<file path="config.mk">
export PLATFORM = sky130hd
export DESIGN_NAME = servo_pwm_capture
export DESIGN_NICKNAME = d
export VERILOG_FILES = /design/src/rtl/servo_pwm_capture.sv
export SDC_FILE = /design/constraint.sdc
export NUM_CORES = 1
export LEC_CHECK = 0
export CORE_AREA = 2 2 105 157
export CTS_CLUSTER_DIAMETER = 150
export DETAILED_ROUTE_END_ITERATION = 10
export DIE_AREA = 0 0 107 159
export PLACE_DENSITY = 0.54
export SYNTH_ARGS = -nofsm -noshare
export SYNTH_HDL_FRONTEND = slang
export SYNTH_SLANG_ARGS = --single-unit
</file>
<file path="constraint.sdc">
create_clock -name clk -period 7.2 [get_ports clk]
set_input_delay 1.8 -clock clk [delete_from_list [all_inputs] [get_ports clk]]
set_output_delay 1.8 -clock clk [all_outputs]
set_load 0.005 [all_outputs]
</file>
<file path="src/rtl/servo_pwm_capture.sv">
// Servo PWM receiver: measures pulse high time, decodes position code 1..5,
// flags malformed or stuck-high pulses and loss of signal.
module servo_pwm_capture #(
    parameter int FRAME       = 2000000,
    parameter int TOL         = 10000,
    parameter int MAX_HIGH    = 300000,
    parameter int LOST_FRAMES = 3,
    parameter int NOM_MIN     = 70000,
    parameter int NOM_STEP    = 40000
) (
    input  logic        clk,
    input  logic        reset,
    input  logic        pwm_in,
    output logic [2:0]  value,
    output logic [20:0] width,
    output logic        valid,
    output logic        err,
    output logic        lost
);

    typedef enum logic [1:0] {
        WAIT_LOW,
        WAIT_RISE,
        MEASURE,
        STUCK
    } state_t;

    localparam logic [22:0] LOST_CNT = 23'(LOST_FRAMES * FRAME);
    localparam logic [20:0] CNT_MAX  = 21'(MAX_HIGH);
    localparam logic [21:0] TOL_W    = 22'(TOL);

    state_t      state;
    state_t      state_n;
    logic        s1;
    logic        s2;
    logic        s3;
    logic        rise;
    logic        fall;
    logic [20:0] cnt;
    logic [20:0] cnt_n;
    logic [22:0] fcnt;
    logic        fterm;
    logic        done;
    logic        stuck_hit;
    logic [2:0]  code;

    assign rise  = s2 & ~s3;
    assign fall  = ~s2 & s3;
    assign fterm = !rise && (fcnt == LOST_CNT - 23'd1);

    function automatic logic [21:0] nom(input int c);
        return 22'(NOM_MIN + (5 - c) * NOM_STEP);
    endfunction

    // Lower bound written as cnt + TOL >= nom so it cannot underflow.
    always_comb begin
        code = 3'd0;
        for (int c = 1; c <= 5; c++) begin
            if (({1'b0, cnt} + TOL_W >= nom(c)) &&
                ({1'b0, cnt} <= nom(c) + TOL_W)) begin
                code = 3'(c);
            end
        end
    end

    always_comb begin
        state_n   = state;
        cnt_n     = cnt;
        done      = 1'b0;
        stuck_hit = 1'b0;
        unique case (state)
            WAIT_LOW: begin
                if (!s2) state_n = WAIT_RISE;
            end
            WAIT_RISE: begin
                if (rise) begin
                    cnt_n   = 21'd1;
                    state_n = MEASURE;
                end
            end
            MEASURE: begin
                if (fall) begin
                    done    = 1'b1;
                    state_n = WAIT_RISE;
                end else if (s2) begin
                    cnt_n = cnt + 21'd1;
                    if (cnt_n == CNT_MAX) begin
                        stuck_hit = 1'b1;
                        state_n   = STUCK;
                    end
                end
            end
            STUCK: begin
                if (!s2) state_n = WAIT_RISE;
            end
            default: state_n = WAIT_LOW;
        endcase
    end

    // Synchroniser resets high so a pulse in progress at reset never
    // looks like a fresh rising edge.
    always_ff @(posedge clk) begin
        if (reset) begin
            s1    <= 1'b1;
            s2    <= 1'b1;
            s3    <= 1'b1;
            state <= WAIT_LOW;
            cnt   <= '0;
            fcnt  <= '0;
            value <= '0;
            width <= '0;
            valid <= 1'b0;
            err   <= 1'b0;
            lost  <= 1'b0;
        end else begin
            s1    <= pwm_in;
            s2    <= s1;
            s3    <= s2;
            state <= state_n;
            cnt   <= cnt_n;
            valid <= 1'b0;
            err   <= stuck_hit;
            if (rise) begin
                fcnt <= '0;
            end else if (fcnt != LOST_CNT) begin
                fcnt <= fcnt + 23'd1;
            end
            if (done && code != 3'd0) begin
                value <= code;
                width <= cnt;
                valid <= 1'b1;
                lost  <= 1'b0;
            end else if (done) begin
                err <= 1'b1;
            end else if (fterm) begin
                lost  <= 1'b1;
                value <= 3'd0;
            end
        end
    end

endmodule
</file>
* Word level (Yosys, flattened, before mapping) *
Cells that the tools add are included.

word-level totals
  bits in registers = 76
  latch bits = 0
  RAM bits = 0
  ROM bits = 0
  input port bits = 3
  output and inout port bits = 27
  logic and storage cells = 88
  memories = 0

cells by class
  add/sub/neg operators = 3
  multiply operators = 0
  div/mod/pow operators = 0
  $lt $le $gt $ge = 10
  eq/ne operators = 13
  shift-type cells = 0
  multiplexer cells = 27
  bitwise logic cells = 5
  reductions and logical operators = 19

operators by type and width
  kind                      count
  $ge A22 B18 Y1 const B    3
  $le A21 B18 Y1 const B    3
  $mux W21                  3
  $ge A22 B17 Y1 const B    2
  $le A21 B17 Y1 const B    2
  $pmux W21 S2              1
  $add A23 B1 Y23 const B   1
  $eq A23 B23 Y1 const B    1
  $ne A23 B23 Y1 const B    1
  $add A21 B14 Y22 const B  1
  $add A21 B1 Y21 const B   1
  $eq A21 B19 Y1 const B    1
  $mux W3                   7
  $mux W1                   10
  $mux W2                   5
  $ne A2 B2 Y1 const B      4
  $reduce_and A4 Y1         2
  $logic_and A1 B1 Y1       7
  $ne A3 B3 Y1 const B      2
  $pmux W2 S3               1
  $reduce_or A2 Y1          3
  $eq A2 B2 Y1 const B      2
  $reduce_and A2 Y1         2
  $reduce_bool A2 Y1        2
  7 further kinds           10

* Logic depth before layout (Yosys ltp) *
  depth in word-level cells = 12
  mapped depth = 12
  mapped depth without buffers = 9

* Worst setup path after synthesis *
No wires, ideal clock.

  kind = input-to-reg
  from = input reset
  to = register cnt[5]
  arrival time = 2,626 ps
  setup slack = 4,443 ps
  cell stages on the path = 4
  path buffers = 3
  path through = clkbuf_1 > clkbuf_1 > clkbuf_1 > nor3_1

RTL lines
  what                  RTL line  RTL
  from (decl)           12        input logic reset,
  to (signal assigned)  120       cnt <= cnt_n;
  to (decl)             39        logic [20:0] cnt;

No word-level cell between the ends.

* Worst setup path after layout *
  from = register cnt[6]
  to = register value[2]

on the way
  longest elaborated chain between the ends = 12

RTL lines
  what                                                          RTL line  RTL
  $add A21 B14 Y22                                              59        if (({1'b0, cnt} + TOL_W >= nom(c)) &&
  $ge A22 B18 Y1                                                59
  $logic_and A1 B1 Y1                                           59
  $mux W1                                                       59
  $mux W3 (3 in a row)                                          59
  $mux W3 *                                                     59
  $reduce_bool A3 Y1                                            128       if (done && code != 3'd0) begin
  $logic_and A1 B1 Y1                                           128
  $ne A2 B1 Y1 (no line) or $reduce_bool A2 Y1 (tied branches)  -
  $reduce_and A2 Y1 (no line)                                   -
  to (signal assigned)                                          129       value <= code;
  to (decl)                                                     14        output logic [2:0] value,

Every way passes the cells marked *; elsewhere a longest branch is shown, timed or not.
A chain may end at the register's enable or synchronous reset.

==> flow_summary_export.csv <==
group,metric,value,unit
global_route,grt_antenna_before_repair,0,
logic_synthesis,syn_nets,580,
cts,holdBufCountCts,0,
floorplanning,core,0.0156,mm^2
logic_synthesis,asyncSetResetFlopFracSynth,0,%
power,ir_worst_vdd,164,uV
cells_and_area,nets,571,
sta,setup_tns,0,ns
worst_setup_path,cp-startpoint,"cnt[6]$_SDFFE_PP0P_",
cts,clockBufferDepth,2,
cts,cts.reportedPaths.clkPinSlew,0.06,ns
cells_and_area,layout-area-overhead-vs-synth,13.5,%
worst_hold_path,hold_path_end,"s2$_SDFF_PP1_",
worst_setup_path,critPathKind,"reg2reg",
global_route,number_of_global_route_vias_before_repair,4094,
logic_synthesis,yosysTopAreaCell,"sky130_fd_sc_hd__dfxtp_1",
worst_setup_path,cp_max_fo,20,
logic_synthesis,synth_sequential_area_ratio,33.1,%
global_route,pin_count_of_the_biggest_net_entering_global_routing,73,
floorplanning,floorplan.rows,56,
logic_synthesis,postSynthCellCount,569,
cells_and_area,antenna_cells_inserted,0,
cts,cts_tree,"yes",
logic_synthesis,syn-mean-instance-area,8.08,um^2
sta,rsz_0062_raised_after_global_routing,"false",
logic_synthesis,synth-edff-count,0,
sta,timing.max_slew.rel_slack,14.1,%
worst_setup_path,timing.critical_path.to_type,"flop",
power,power_density,216,mW/mm^2
power,share_seq_of_total_power,39.7,%
global_route,grt_first_pass_wirelength,21200,um
cts,cts_resized,0,
worst_setup_path,timing.rr.start,"cnt[6]$_SDFFE_PP0P_",
power,final_total_pwr,1.13,mW
cts,clock_tree.root_cell,"sky130_fd_sc_hd__clkbuf_16",
global_route,grt_usage,15.7,%
worst_hold_path,timing.hold.worst_path_depth,1,
floorplanning,fp.dieArea,0.0170,mm^2
cells_and_area,nFillCells,1618,
power,total_switching_power,326,uW
worst_setup_path,rrSetupSlack,3.39,ns
power,power_report.internal_total,802,uW
detailed_routing,count_of_routing_violations_after_the_opening_detailed_route_iteration,447,
floorplanning,chipWidth,107,um
power,static-leakage-power,1.69,nW
power,sw_frac_of_total,28.9,%
logic_synthesis,synth.top_cell.area_share,33.1,%
sta,slew_viol_final,0,
cts,cts_inserted_buffers,9,
worst_setup_path,required,7.45,ns
sta,final.min_clock_period,3.81,ns
detailed_routing,number_of_vias_per_cell_after_detailed_routing,5.54,
logic_synthesis,synth.top_cells.by_area,"sky130_fd_sc_hd__dfxtp_1, sky130_fd_sc_hd__nor2_1, sky130_fd_sc_hd__o21ai_0",
placed_design,place.port_buffers,29,
worst_hold_path,hold_path.startpoint,"s1$_SDFF_PP1_",
logic_synthesis,post-synth-top-count-cell,"sky130_fd_sc_hd__dfxtp_1",
logic_synthesis,ys_types,69,
logic_synthesis,ys.flop_type,"sky130_fd_sc_hd__dfxtp_1",
floorplanning,initial_core_util,29.4,%
cts,clock_sinks,76,
placed_design,hpwl,9220,um
cts,postCtsSetupRepairBufs,0,
logic_synthesis,synth.top_cells.by_count,"sky130_fd_sc_hd__dfxtp_1, sky130_fd_sc_hd__nor2_1, sky130_fd_sc_hd__o21ai_0",
sta,finalCritPeriodShare,52.9,%
detailed_routing,drt_drc_violations_left,0,
worst_hold_path,worst_hold_path_type,"reg2reg",
power,power.combinational.fraction,16.0,%
worst_setup_path,worstPathArrival,4.06,ns
logic_synthesis,ys.warnings.count,0,
detailed_routing,wire_length_per_cell,17.0,um
cts,insertion_delay_to_the_later_sink_of_the_worst_skew_pair,0.33,ns
sta,worst_hold_slack,0.407,ns
sta,fmax,263,MHz
detailed_routing,wl,13100,um
logic_synthesis,syn_area,0.00460,mm^2
detailed_routing,drt-pass1-iter-count,5,
worst_setup_path,regToRegEndpoint,"value[2]$_SDFFE_PP0P_",
detailed_routing,ant_nets,0,
cells_and_area,layout-drive-gt1-share,6.73,%
worst_setup_path,r2r_cells,8,
worst_setup_path,worstSetupStartpointType,"flop",
placed_design,routabilityCongestion,0.915,
cts,ctsHtreeMaxLevel,3,
floorplanning,i_o_pin_total,30,
outcome,outcome,"finished, final reports clean",
logic_synthesis,ys_seq_elements,76,
floorplanning,die_h,159,um
sta,setup-violations-final,0,
global_route,grt-ovfl-total,0,
power,clk_network_pwr_share,44.3,%
flow_run,drv_cap,0,
detailed_routing,vias,4256,
sta,worst_slew_pin_slew,1.27,ns
sta,fin_skew,0.00924,ns
sta,hold_viol,0,
power groups by stage:
stage	Clock, mW	Sequential [mW]	Combinational (mW)
6_report	0.500	0.448	0.180
5_1_grt	0.530	0.450	0.202
4_1_cts	0.511	0.448	0.181
3_5_place_dp	0	0.457	0.181
3_3_place_gp	0	0.457	0.175
2_1_floorplan	0	0.448	0.134
sequential cells by signal, summed over array words and instances (netlist names):
name and cells:
err 1, s1 1, lost 1, fcnt 23, width 21, state 2, s3 1, value 3
s2 1, valid 1, cnt 21
how the worst max path moves through the flow:
stage / end / slack (ns) / depth (start not counted)
after floorplan: cnt[5]$_SDFFE_PP0P_ / 4.44 / 4
after global placement: value[2]$_SDFFE_PP0P_ / 3.59 / 8
after detailed placement: value[2]$_SDFFE_PP0P_ / 3.51 / 8
after CTS: value[2]$_SDFFE_PP0P_ / 3.47 / 8
after global routing: value[2]$_SDFFE_PP0P_ / 3.14 / 8
final: value[2]$_SDFFE_PP0P_ / 3.39 / 8
per-stage QoR:
| stage | setup slack [ns] | util [%] | area (um^2) | instances |
|---|---|---|---|---|
| floorplan | 4.44 | - | 4600 | 569 |
| global placement | 3.59 | 31.3 | 4890 | 752 |
| detailed placement | 3.51 | 31.3 | 4890 | 752 |
| CTS | 3.47 | 33.4 | 5220 | 768 |
| global route | 3.14 | 33.4 | 5220 | 768 |
| finish | 3.39 | 33.4 | 5220 | 768 |
routing by layer:
layer | GRT usage (%) | share of wire [%] | up-vias
met5 | 0 | 0 | -
met3 | 2.74 | 3.9 | 46
met1 | 17.9 | 40 | 2052
met4 | 9.50 | 5.4 | 0
li1 | - | - | 2036
met2 | 27.0 | 50 | 122
logic make-up after synthesis:
family	Yosys count	share of synthesized area, %
xor gates and xnor gates	28	5.33
muxes	18	3.97
and+or+nand+nor	245	29.4
adders and majority gates	8	2.18
buffers and inverters	67	6.91
AOI/OAI and AO/OA	127	19.1
DFF	76	33.1
placed cells by master (no fill, tap or decap), types with 6 or more instances in the layout:
cell	count
sky130_fd_sc_hd__a211oi_1	13
sky130_fd_sc_hd__a21oi_1	20
sky130_fd_sc_hd__a31oi_1	6
sky130_fd_sc_hd__and3_1	11
sky130_fd_sc_hd__clkbuf_16	9
sky130_fd_sc_hd__clkdlybuf4s50_1	28
sky130_fd_sc_hd__dfxtp_1	76
sky130_fd_sc_hd__ha_1	8
sky130_fd_sc_hd__inv_1	15
sky130_fd_sc_hd__mux2i_1	16
sky130_fd_sc_hd__nand2_1	34
sky130_fd_sc_hd__nand2b_1	27
sky130_fd_sc_hd__nand3_1	23
sky130_fd_sc_hd__nand4_1	12
sky130_fd_sc_hd__nor2_1	60
sky130_fd_sc_hd__nor2b_1	10
sky130_fd_sc_hd__nor3_1	13
sky130_fd_sc_hd__nor4_1	10
sky130_fd_sc_hd__o21ai_0	38
sky130_fd_sc_hd__or3_1	8
sky130_fd_sc_hd__xnor2_1	13
sky130_fd_sc_hd__xor2_1	15
critical path: stages, from the launching register on:
cell	delay, ns
sky130_fd_sc_hd__dfxtp_1	0.74
sky130_fd_sc_hd__nand4_2	0.48
sky130_fd_sc_hd__a211oi_1	0.61
sky130_fd_sc_hd__nor4_1	0.09
sky130_fd_sc_hd__a31o_2	0.28
sky130_fd_sc_hd__a21o_2	0.21
sky130_fd_sc_hd__and4bb_1	0.85
sky130_fd_sc_hd__nor2_8	0.17
sky130_fd_sc_hd__a211oi_1	0.28
cell type report:
cell class / count / area, um^2 / area share, %
Multi-Input combinational cell: 426 / 2760 / 52.8
Sequential cell: 76 / 1520 / 29.2
Timing Repair Buffer: 31 / 300 / 5.75
Tap cell: 203 / 254 / 4.87
Clock buffer: 11 / 243 / 4.65
Clock inverter: 5 / 82.6 / 1.58
Inverter: 16 / 60.1 / 1.15
Note: power is estimated with default switching activity, not from simulation.
